$ cat src/rtl/writeback_commit_pkg.sv
// writeback_commit_pkg: shared state, entry and width definitions for the writeback commit stage
package writeback_commit_pkg;
  localparam int WB_XLEN        = 64;
  localparam int WB_CSR_ADDR_W  = 12;
  localparam int WB_REG_ADDR_W  = 5;
  localparam int WB_NUM_CSR_OPS = 3;
  typedef enum logic [0:0] {
    IDLE   = 1'b0,
    ACTIVE = 1'b1
  } wb_state_t;
  typedef struct packed {
    logic [WB_XLEN-1:0]                           pc;
    logic [WB_XLEN-1:0]                           result;
    logic [WB_REG_ADDR_W-1:0]                     dst;
    logic                                         rf_we;
    logic                                         stalled;
    logic [WB_NUM_CSR_OPS-1:0][WB_CSR_ADDR_W-1:0] csr_addr;
    logic [WB_NUM_CSR_OPS-1:0][WB_XLEN-1:0]       csr_data;
  } wb_entry_t;
endpackage

$ cat src/rtl/writeback_commit_prio_pick.sv
// wb_prio_pick: lowest-set-bit one-hot/index encoder with an at-most-one-bit-set flag
module wb_prio_pick #(
  parameter int N  = 3,
  parameter int IW = (N > 1) ? $clog2(N) : 1
) (
  input  logic [N-1:0]  i_req,
  output logic [N-1:0]  o_onehot,
  output logic [IW-1:0] o_idx,
  output logic          o_is_last
);
  assign o_onehot  = i_req & (~i_req + N'(1));
  assign o_is_last = (i_req & (i_req - N'(1))) == '0;
  // scan downward so the lowest set bit wins
  always_comb begin
    o_idx = '0;
    for (int k = N - 1; k >= 0; k--)
      if (i_req[k]) o_idx = IW'(k);
  end
endmodule

$ cat src/rtl/writeback_commit.sv
// writeback_commit: registered writeback stage draining CSR writes one per cycle before GPR commit; WB_INSTRET_EN adds a retired-instruction counter
module writeback_commit
  import writeback_commit_pkg::*;
#(
  parameter int XLEN        = WB_XLEN,
  parameter int NUM_CSR_OPS = WB_NUM_CSR_OPS,
  parameter int REG_ADDR_W  = WB_REG_ADDR_W,
  parameter int CSR_ADDR_W  = WB_CSR_ADDR_W
) (
  input  logic                              clk,
  input  logic                              reset,
  input  logic                              in_valid,
  output logic                              in_ready,
  input  logic                              in_stall,
  input  logic [XLEN-1:0]                   in_pc,
  input  logic [XLEN-1:0]                   in_result,
  input  logic [REG_ADDR_W-1:0]             in_dst,
  input  logic                              in_rf_we,
  input  logic [NUM_CSR_OPS-1:0]            in_csr_we,
  input  logic [NUM_CSR_OPS*CSR_ADDR_W-1:0] in_csr_addr,
  input  logic [NUM_CSR_OPS*XLEN-1:0]       in_csr_data,
  output logic                              rf_we,
  output logic [REG_ADDR_W-1:0]             rf_waddr,
  output logic [XLEN-1:0]                   rf_wdata,
  output logic                              csr_we,
  output logic [CSR_ADDR_W-1:0]             csr_waddr,
  output logic [XLEN-1:0]                   csr_wdata,
  output logic                              commit_valid,
  output logic [XLEN-1:0]                   commit_pc,
  output logic                              busy
`ifdef WB_INSTRET_EN
  ,
  output logic [63:0]                       instret
`endif
);
  localparam int IW = (NUM_CSR_OPS > 1) ? $clog2(NUM_CSR_OPS) : 1;
  wb_state_t              r_state;
  wb_entry_t              r_entry;
  wb_entry_t              w_entry;
  logic [NUM_CSR_OPS-1:0] r_pend;
  logic [NUM_CSR_OPS-1:0] w_onehot;
  logic [IW-1:0]          w_idx;
  logic                   w_is_last;
  logic                   w_active;
  logic                   w_last;
  logic                   w_accept;
  wb_prio_pick #(.N(NUM_CSR_OPS), .IW(IW)) u_pick (
    .i_req    (r_pend),
    .o_onehot (w_onehot),
    .o_idx    (w_idx),
    .o_is_last(w_is_last)
  );
  // outputs are held quiet while reset is asserted, so a drain cut by reset writes nothing more
  assign w_active = reset & (r_state == ACTIVE);
  assign w_last   = w_active & w_is_last;
  assign in_ready = reset & (~w_active | w_last);
  assign w_accept = in_valid & in_ready;
  assign busy     = w_active;
  // squash writes of bubbles and never target x0
  always_comb begin
    w_entry          = '0;
    w_entry.pc       = in_pc;
    w_entry.result   = in_result;
    w_entry.dst      = in_dst;
    w_entry.rf_we    = in_rf_we & ~in_stall & (in_dst != '0);
    w_entry.stalled  = in_stall;
    w_entry.csr_addr = in_csr_addr;
    w_entry.csr_data = in_csr_data;
  end
  // port drive: CSR slot picked by lowest pending bit, GPR and retire only on the last cycle
  always_comb begin
    csr_we       = w_active & (r_pend != '0);
    csr_waddr    = csr_we ? r_entry.csr_addr[w_idx] : '0;
    csr_wdata    = csr_we ? r_entry.csr_data[w_idx] : '0;
    rf_we        = w_last & r_entry.rf_we;
    rf_waddr     = rf_we ? r_entry.dst : '0;
    rf_wdata     = rf_we ? r_entry.result : '0;
    commit_valid = w_last & ~r_entry.stalled;
    commit_pc    = commit_valid ? r_entry.pc : '0;
  end
  // state, entry capture and per-cycle retirement of the pending CSR slot
  always_ff @(posedge clk) begin
    if (!reset) begin
      r_state <= IDLE;
      r_entry <= '0;
      r_pend  <= '0;
    end else if (w_accept) begin
      r_state <= ACTIVE;
      r_entry <= w_entry;
      r_pend  <= in_csr_we & {NUM_CSR_OPS{~in_stall}};
    end else begin
      if (w_last) r_state <= IDLE;
      r_pend <= r_pend & ~w_onehot;
    end
  end
`ifdef WB_INSTRET_EN
  logic [63:0] r_instret;
  assign instret = r_instret;
  // count every retired non-bubble instruction
  always_ff @(posedge clk) begin
    if (!reset) r_instret <= '0;
    else if (commit_valid) r_instret <= r_instret + 64'd1;
  end
`endif
endmodule

$ cat config.mk
export PLATFORM = sky130hd
export DESIGN_NAME = writeback_commit
export DESIGN_NICKNAME = d
export VERILOG_FILES = /design/src/rtl/writeback_commit_pkg.sv /design/src/rtl/writeback_commit_prio_pick.sv /design/src/rtl/writeback_commit.sv
export SDC_FILE = /design/constraint.sdc
export NUM_CORES = 1
export LEC_CHECK = 0
export ABC_AREA = 1
export CAP_MARGIN = 10
export CORE_AREA = 2 2 229 231
export CTS_BUF_LIST = sky130_fd_sc_hd__clkbuf_4
export CTS_CLUSTER_SIZE = 30
export DETAILED_ROUTE_END_ITERATION = 12
export DIE_AREA = 0 0 231 233
export SETUP_SLACK_MARGIN = 0.5
export SLEW_MARGIN = 20
export SYNTH_ARGS = -nofsm -noshare
export SYNTH_HDL_FRONTEND = slang
export SYNTH_HIERARCHICAL = 1
export SYNTH_SLANG_ARGS = --single-unit
$ cat constraint.sdc
create_clock -name clk -period 1.45 [get_ports clk]
set_input_delay 0.145 -clock clk [delete_from_list [all_inputs] [get_ports clk]]
set_output_delay 0.145 -clock clk [all_outputs]
set_load 0.02 [all_outputs]
==> results.yml, run 1 <==
run_status:
  status: "finished, violations left"
  violations: "setup timing"
critical_path:
  crit_type: "reg2out"
  worstPathMaxFanout: 21
  start_kind: "flip-flop"
  end_kind: "primary output"
  crit_chain: "buf_6, nor2_4, buf_12, inv_4, buf_4, buf_12, o21ai_2, a21oi_4, buf_4"
  cpMaxStageDelayCell: "dfxtp_4"
  critPathTopFamily: "buffers and inverters"
  critPathArrivalTime_ps: 2500
  crit_path_max_incr_delay_ps: 360
  path_buf_inv: 6
  worst_ep_required_time_ps: 1310
detailed_routing:
  routed_wl_mm: 76.4
  remaining_drc_errors: 0
  vias: 19800
  first_pass_iters: 8
  routedWlPerCell_um: 18.3
  ant_nets: 0
  via_per_inst: 4.74
  drtIter0Drc: 1280
power_and_ir_drop:
  power_frac_comb: 0.190
  p_clk_frac: 0.384
  swShare: 0.288
  total_power_mw: 26.5
  vdd_drop_max_uv: 587
  power_frac_seq: 0.427
  p_sw_mw: 7.63
  power_leakage_nw: 12.7
  intPower_mw: 18.8
  power.density_nw_per_um2: 831
placed_design:
  dp.cells: 3538
  place_ws_ps: -794
  hpwlAfterDp_mm: 47.1
  io_buffers: 582
  globalplace.congestion: 0.886
global_routing:
  overflow: 0
  grt_first_pass_wirelength_mm: 106
  grt_use_total: 0.250
  first_global_vias: 19400
  antenna_found_initial: 11
  grt_max_degree: 156
final_layout:
  multiInputGateArea_sq_um: 9240
  final_cells: 4183
  syn2layout_area_growth_pct: 106
  fin_util: 0.623
  fillers: 4085
  ff_latch_area_sq_um: 7350
  layout-drive-gt1-share: 0.264
  final_net_count: 3776
floorplan:
  dieHeight_um: 233
  io_pins: 583
  core_sq_um: 51100
  fp-row-count: 83
  die_x_um: 231
  start_util: 0.303
  dieArea_sq_um: 53800
timing:
  setup_violations: 575
  worst_pin_slew_ps: 757
  period_minus_slack_ps: 2640
  post-route-period-util: 1.82
  worst_slack_ps: -1190
  rsz0062_at_grt: "true"
  max_slew_margin: 0.495
  hold_violations: 0
  slew_violations: 0
  clock_skew_ps: 51.7
  fmax_ghz: 0.379
clocking:
  cts_tree: "yes"
  clk_latency_ps: 870
  cts_buffers: 103
  clock_path_buffers: 3
  worst_setup_hold_path_clk_slew_ps: 60
  htreeDepth: 3
  root_buffer: "clkbuf_4"
  cts_sinks: 367
job:
  cap_violations: 0
synth:
  synth_cell_types: 16
  synth_enable_flop_cells: 0
  synthCells: 2339
  yosys.area.top_type: "dfxtp_1"
  syn_area_sq_um: 15500
  ys_top_cells_by_area: "dfxtp_1, nand2_1, o21ai_1"
  ys_async_sr_fraction: 0
  synth_top_area_share: 0.474
  ys_warn_count: 6
  synth_top_flop_cell: "dfxtp_1"
  synth_nets: 2708
  ys_seq_area_frac: 0.474
  synth.ff_latch_count: 367
  syn_avg_cell_area_sq_um: 6.62
hold_path:
  holdCritPathClass: "in2reg"
-- metrics by stage --
| stage | area (sq um) | TNS [ps] | hold slack, ps |
|---|---|---|---|
| 4_1_cts | 29700 | -333600 | -41.5 |
| 3_3_place_gp | 24200 | -221730 | 446 |
| 2_1_floorplan | 17100 | -2750 | 258 |
| 6_report | 31800 | -279390 | 39.7 |
| 3_5_place_dp | 24200 | -226110 | 448 |
| 5_1_grt | 31800 | -370860 | 3.72 |
-- registers in the layout (all words and copies together) (netlist names) --
register	cells
r_entry	363
r_state	1
r_pend	3
-- path summary, 6_finish.rpt --
kind	start	endpoint	slack, ps	cells past startpoint
max	r_pend[0]	csr_wdata[53]	-1190	9
min	reset	r_entry[239]	40	6
max reg2reg	r_pend[0]	r_entry[307]	-230	10
min reg2reg	r_entry[200]	r_entry[200]	460	2
-- worst min-delay path: stages --
cell and delay (ps):
buf_8 90, buf_4 130, nand2_1 110, nor2_4 70
buf_12 170, o21ai_1 120
-- synthesized netlist by cell type, types with 2 or more instances --
cell	count
buf_2	44
dfxtp_1	367
buf_1	16
o21ai_0	137
buf_4	5
a21oi_1	81
clkbuf_1	113
nand2_1	814
inv_1	152
nand3_1	3
nor2_1	300
inv_2	3
o21ai_1	300
nor2_2	2
-- cell usage in the layout (no fill, tap or decap) --
cell,count
nor2_4,111
dfxtp_4,2
dlygate4sd3_1,367
clkinv_2,3
inv_8,2
inv_4,2
nor2_2,37
o21ai_4,11
o21ai_2,43
nand2_1,755
clkinv_1,19
a21oi_1,7
buf_8,6
nand2_8,3
nand2_2,19
inv_2,5
inv_6,1
dfxtp_1,365
nor2_1,154
nand3_1,3
a21oi_4,72
o21ai_0,66
diode_2,13
a31oi_4,1
buf_16,13
a21oi_2,2
clkbuf_16,19
buf_12,60
clkinv_4,2
buf_2,2
inv_1,148
buf_6,163
clkbuf_4,160
nand2_4,39
o21ai_1,317
buf_4,142
bufinv_16,2
clkdlybuf4s50_1,367
-- repair_timing --
| action | 4_1_cts | 5_1_grt |
|---|---|---|
| hold buffers | 367 | 0 |
| gates cloned | 8 | 22 |
| hold endpoints to repair | 367 | 0 |
| resized for setup | 776 | 680 |
| pin swaps | 2 | 55 |
| setup endpoints to repair | 581 | 581 |
| buffers inserted | 9 | 38 |
-- cell families after synthesis --
group                  share of synthesized area
and+or+nand+nor                            0.272
AOI/OAI and AO/OA                          0.168
DFF                                        0.474
buffers and inverters                     0.0855
-- power by group through the flow --
stage,clock network (mW),registers [mW],logic [mW]
global route,10.9,11.4,5.39
finish,10.1,11.3,5.01
detailed placement,0,11.4,3.54
global placement,0,11.4,3.49
floorplan,0,11.3,1.79
CTS,10.3,11.2,4.54
-- layer usage --
metal / wire length, um / track usage / vias to the layer above
met5: 39 / 0 / -
met4: 2810 / 0.0867 / 6
met3: 5600 / 0.0668 / 189
met2: 37800 / 0.435 / 848
met1: 30200 / 0.296 / 9241
li1: - / - / 9537
-- layout make-up --
class	instances	area share
timing repair buffer	1140	0.389
multi-input combinational	1640	0.290
sequential	367	0.231
clock buffer	159	0.0375
tap	680	0.0267
inverter	155	0.0189
clock inverter	29	0.00566
antenna	13	0.00102
Note: power is estimated with default switching activity, not from simulation.
==> run 2: changes to the inputs <==
- clock period: 1.45 -> 2.9 ns (I/O delays scaled with it)
==> run 2 against run 1 <==
  * The flow now finishes without violations
  * Design area is 9.6% lower
  * Global-route usage is 0.32 points lower
  * Largest power group unchanged
  * Clock power is 52% lower
  * Sequential cell count stayed put
  * Wire length is 3.7% lower
  * First-iteration DRC count is 7.0% lower
  * Combinational power is 55% lower
  * Critical path depth is 3 higher
  * Die area stayed put
==> results.yml, run 2 (synthesis gave the netlist of run 1 again) <==
run_status:
  status: "completed"
clocking:
  clock_path_buffers: 3
  cts_buffers: 102
  cts_tree: "yes"
  htreeDepth: 3
  worst_setup_hold_path_clk_slew_ps: 60
  root_buffer: "clkbuf_4"
  clk_latency_ps: 870
  cts_sinks: 367
power_and_ir_drop:
  intPower_mw: 9.15
  vdd_drop_max_uv: 277
  swShare: 0.279
  power.density_nw_per_um2: 440
  p_clk_frac: 0.379
  power_frac_seq: 0.444
  power_frac_comb: 0.177
  power_leakage_nw: 11.5
  p_sw_mw: 3.53
hold_path:
  holdCritPathClass: "in2reg"
  min-delay-start: "in_csr_data[63]"
  worstHoldPathCells: 3
  holdPathEnd: "r_entry[63]"
timing:
  rsz0062_at_grt: "true"
  worst_pin_slew_ps: 984
  max_slew_margin: 0.344
  worst_slack_ps: 77.9
  clock_skew_ps: 41.6
  post-route-period-util: 0.973
  period_minus_slack_ps: 2820
  slew_violations: 0
  setup_violations: 0
  fmax_ghz: 0.354
  hold_violations: 0
global_routing:
  antenna_found_initial: 20
  met2_usage: 0.417
  grt-busiest-layer: "met2"
  overflow: 0
  grt_use_total: 0.247
  first_global_vias: 18400
  grt_first_pass_wirelength_mm: 103
  grt_max_degree: 198
  use_met1: 0.294
  met3_usage: 0.0718
floorplan:
  start_util: 0.303
  core_sq_um: 51100
  dieArea_sq_um: 53800
  io_pins: 583
  dieHeight_um: 233
  fp-row-count: 83
  die_x_um: 231
critical_path:
  worstPathMaxFanout: 7
  r2r_start: "r_pend[1]"
  crit_type: "reg2out"
  critPathArrivalTime_ps: 2530
  worstReg2RegEnd: "r_entry[229]"
  worst_ep_required_time_ps: 2610
  worstRegToRegCells: 11
  start_kind: "flip-flop"
  end_kind: "primary output"
  ff2ff_setup_slack_ps: 720
detailed_routing:
  routed_wl_mm: 73.6
  vias: 19400
  first_pass_iters: 5
  routedWlPerCell_um: 18.0
  drtIter0Drc: 1191
  via_per_inst: 4.74
  ant_nets: 0
  remaining_drc_errors: 0
final_layout:
  largest_reg_flops: 363
  final_cell_mix: "nand2_1, clkdlybuf4s50_1, dfxtp_1"
  fin_util: 0.564
  multiInputGateArea_sq_um: 7570
  top_regs: "r_entry x363, r_pend x3, r_state x1"
  ff_latch_area_sq_um: 7350
  final_net_count: 3692
  layout-drive-gt1-share: 0.189
  syn2layout_area_growth_pct: 86.0
  layout_commonest_cell: "nand2_1"
  fillers: 4531
  top_register: "r_entry"
placed_design:
  hpwlAfterDp_mm: 43.5
  globalplace.congestion: 0.866
  io_buffers: 582
  place_ws_ps: 190
job:
  cap_violations: 0
run 2: changes by cell type in the layout (fill, tap and decap cells not counted), moves of 18 or more:
cell     delta
buf_6     -105
a21oi_4    -72
a21oi_1    +63
nor2_4     -60
nand2_1    +56
nor2_1     +45
nand2_4    -37
o21ai_1    +24
o21ai_2    -22
buf_12     -20
nand2_2    -18
run 2: per-stage QoR:
step | area [sq um] | setup TNS [ps] | hold slack [ps] | instances | power [mW]
6_report | 28800 | 0 | 93.3 | 4087 | 12.7
5_1_grt | 28800 | -1210 | 9.52 | 4085 | 13.3
4_1_cts | 27500 | 0 | 1.75 | 4013 | 12.6
3_5_place_dp | 21900 | 0 | 448 | 3451 | 7.23
3_3_place_gp | 21900 | 0 | 445 | 3451 | 7.21
2_1_floorplan | 15500 | 0 | 403 | 2339 | 6.38
run 2: how the worst max path moves through the flow:
stage / from / endpoint
6_report: r_pend[1] / rf_wdata[39]
5_1_grt: r_pend[1] / rf_wdata[13]
4_1_cts: r_pend[1] / rf_wdata[9]
3_5_place_dp: r_pend[1] / csr_wdata[31]
3_3_place_gp: r_pend[1] / csr_wdata[31]
2_1_floorplan: r_pend[0] / csr_wdata[33]
run 2: what timing repair did:
action | CTS | global route
pin swaps | 32 | 41
hold endpoints to repair | 354 | 0
endpoints found under the setup margin | 214 | 214
gates resized for setup | 741 | 525
cloned | 16 | 15
hold buffers | 354 | 0
setup buffers | 21 | 41
run 2: metal layers:
layer | up-vias | share of wire
met4 | 10 | 0.039
met2 | 845 | 0.47
li1 | 9370 | -
met3 | 196 | 0.082
met1 | 8946 | 0.40
met5 | - | 0.00083
run 2: worst max-delay path: stages (launching register included):
cell       delay, ps
dfxtp_2          320
buf_4            130
nand2_1           60
nand2_1           60
nand2_2           80
inv_2             40
nor2_4           120
nand2_4          150
clkbuf_16        190
buf_8            130
buf_4            130
nor2_1           130
buf_4            170
run 2: cell type report:
type,count,share of cell area
Timing Repair Buffer,1058,0.386
Multi-Input combinational cell,1639,0.263
Sequential cell,367,0.255
Clock buffer,150,0.0391
Tap cell,680,0.0295
Inverter,155,0.0205
Clock inverter,21,0.00478
Antenna cell,17,0.00148
run 2: power by group through the flow:
stage | Combinational (mW) | Sequential [mW] | Clock (mW)
6_report | 2.25 | 5.62 | 4.81
5_1_grt | 2.43 | 5.66 | 5.22
4_1_cts | 2.09 | 5.61 | 4.94
3_5_place_dp | 1.53 | 5.70 | 0
3_3_place_gp | 1.52 | 5.69 | 0
2_1_floorplan | 0.739 | 5.64 | 0
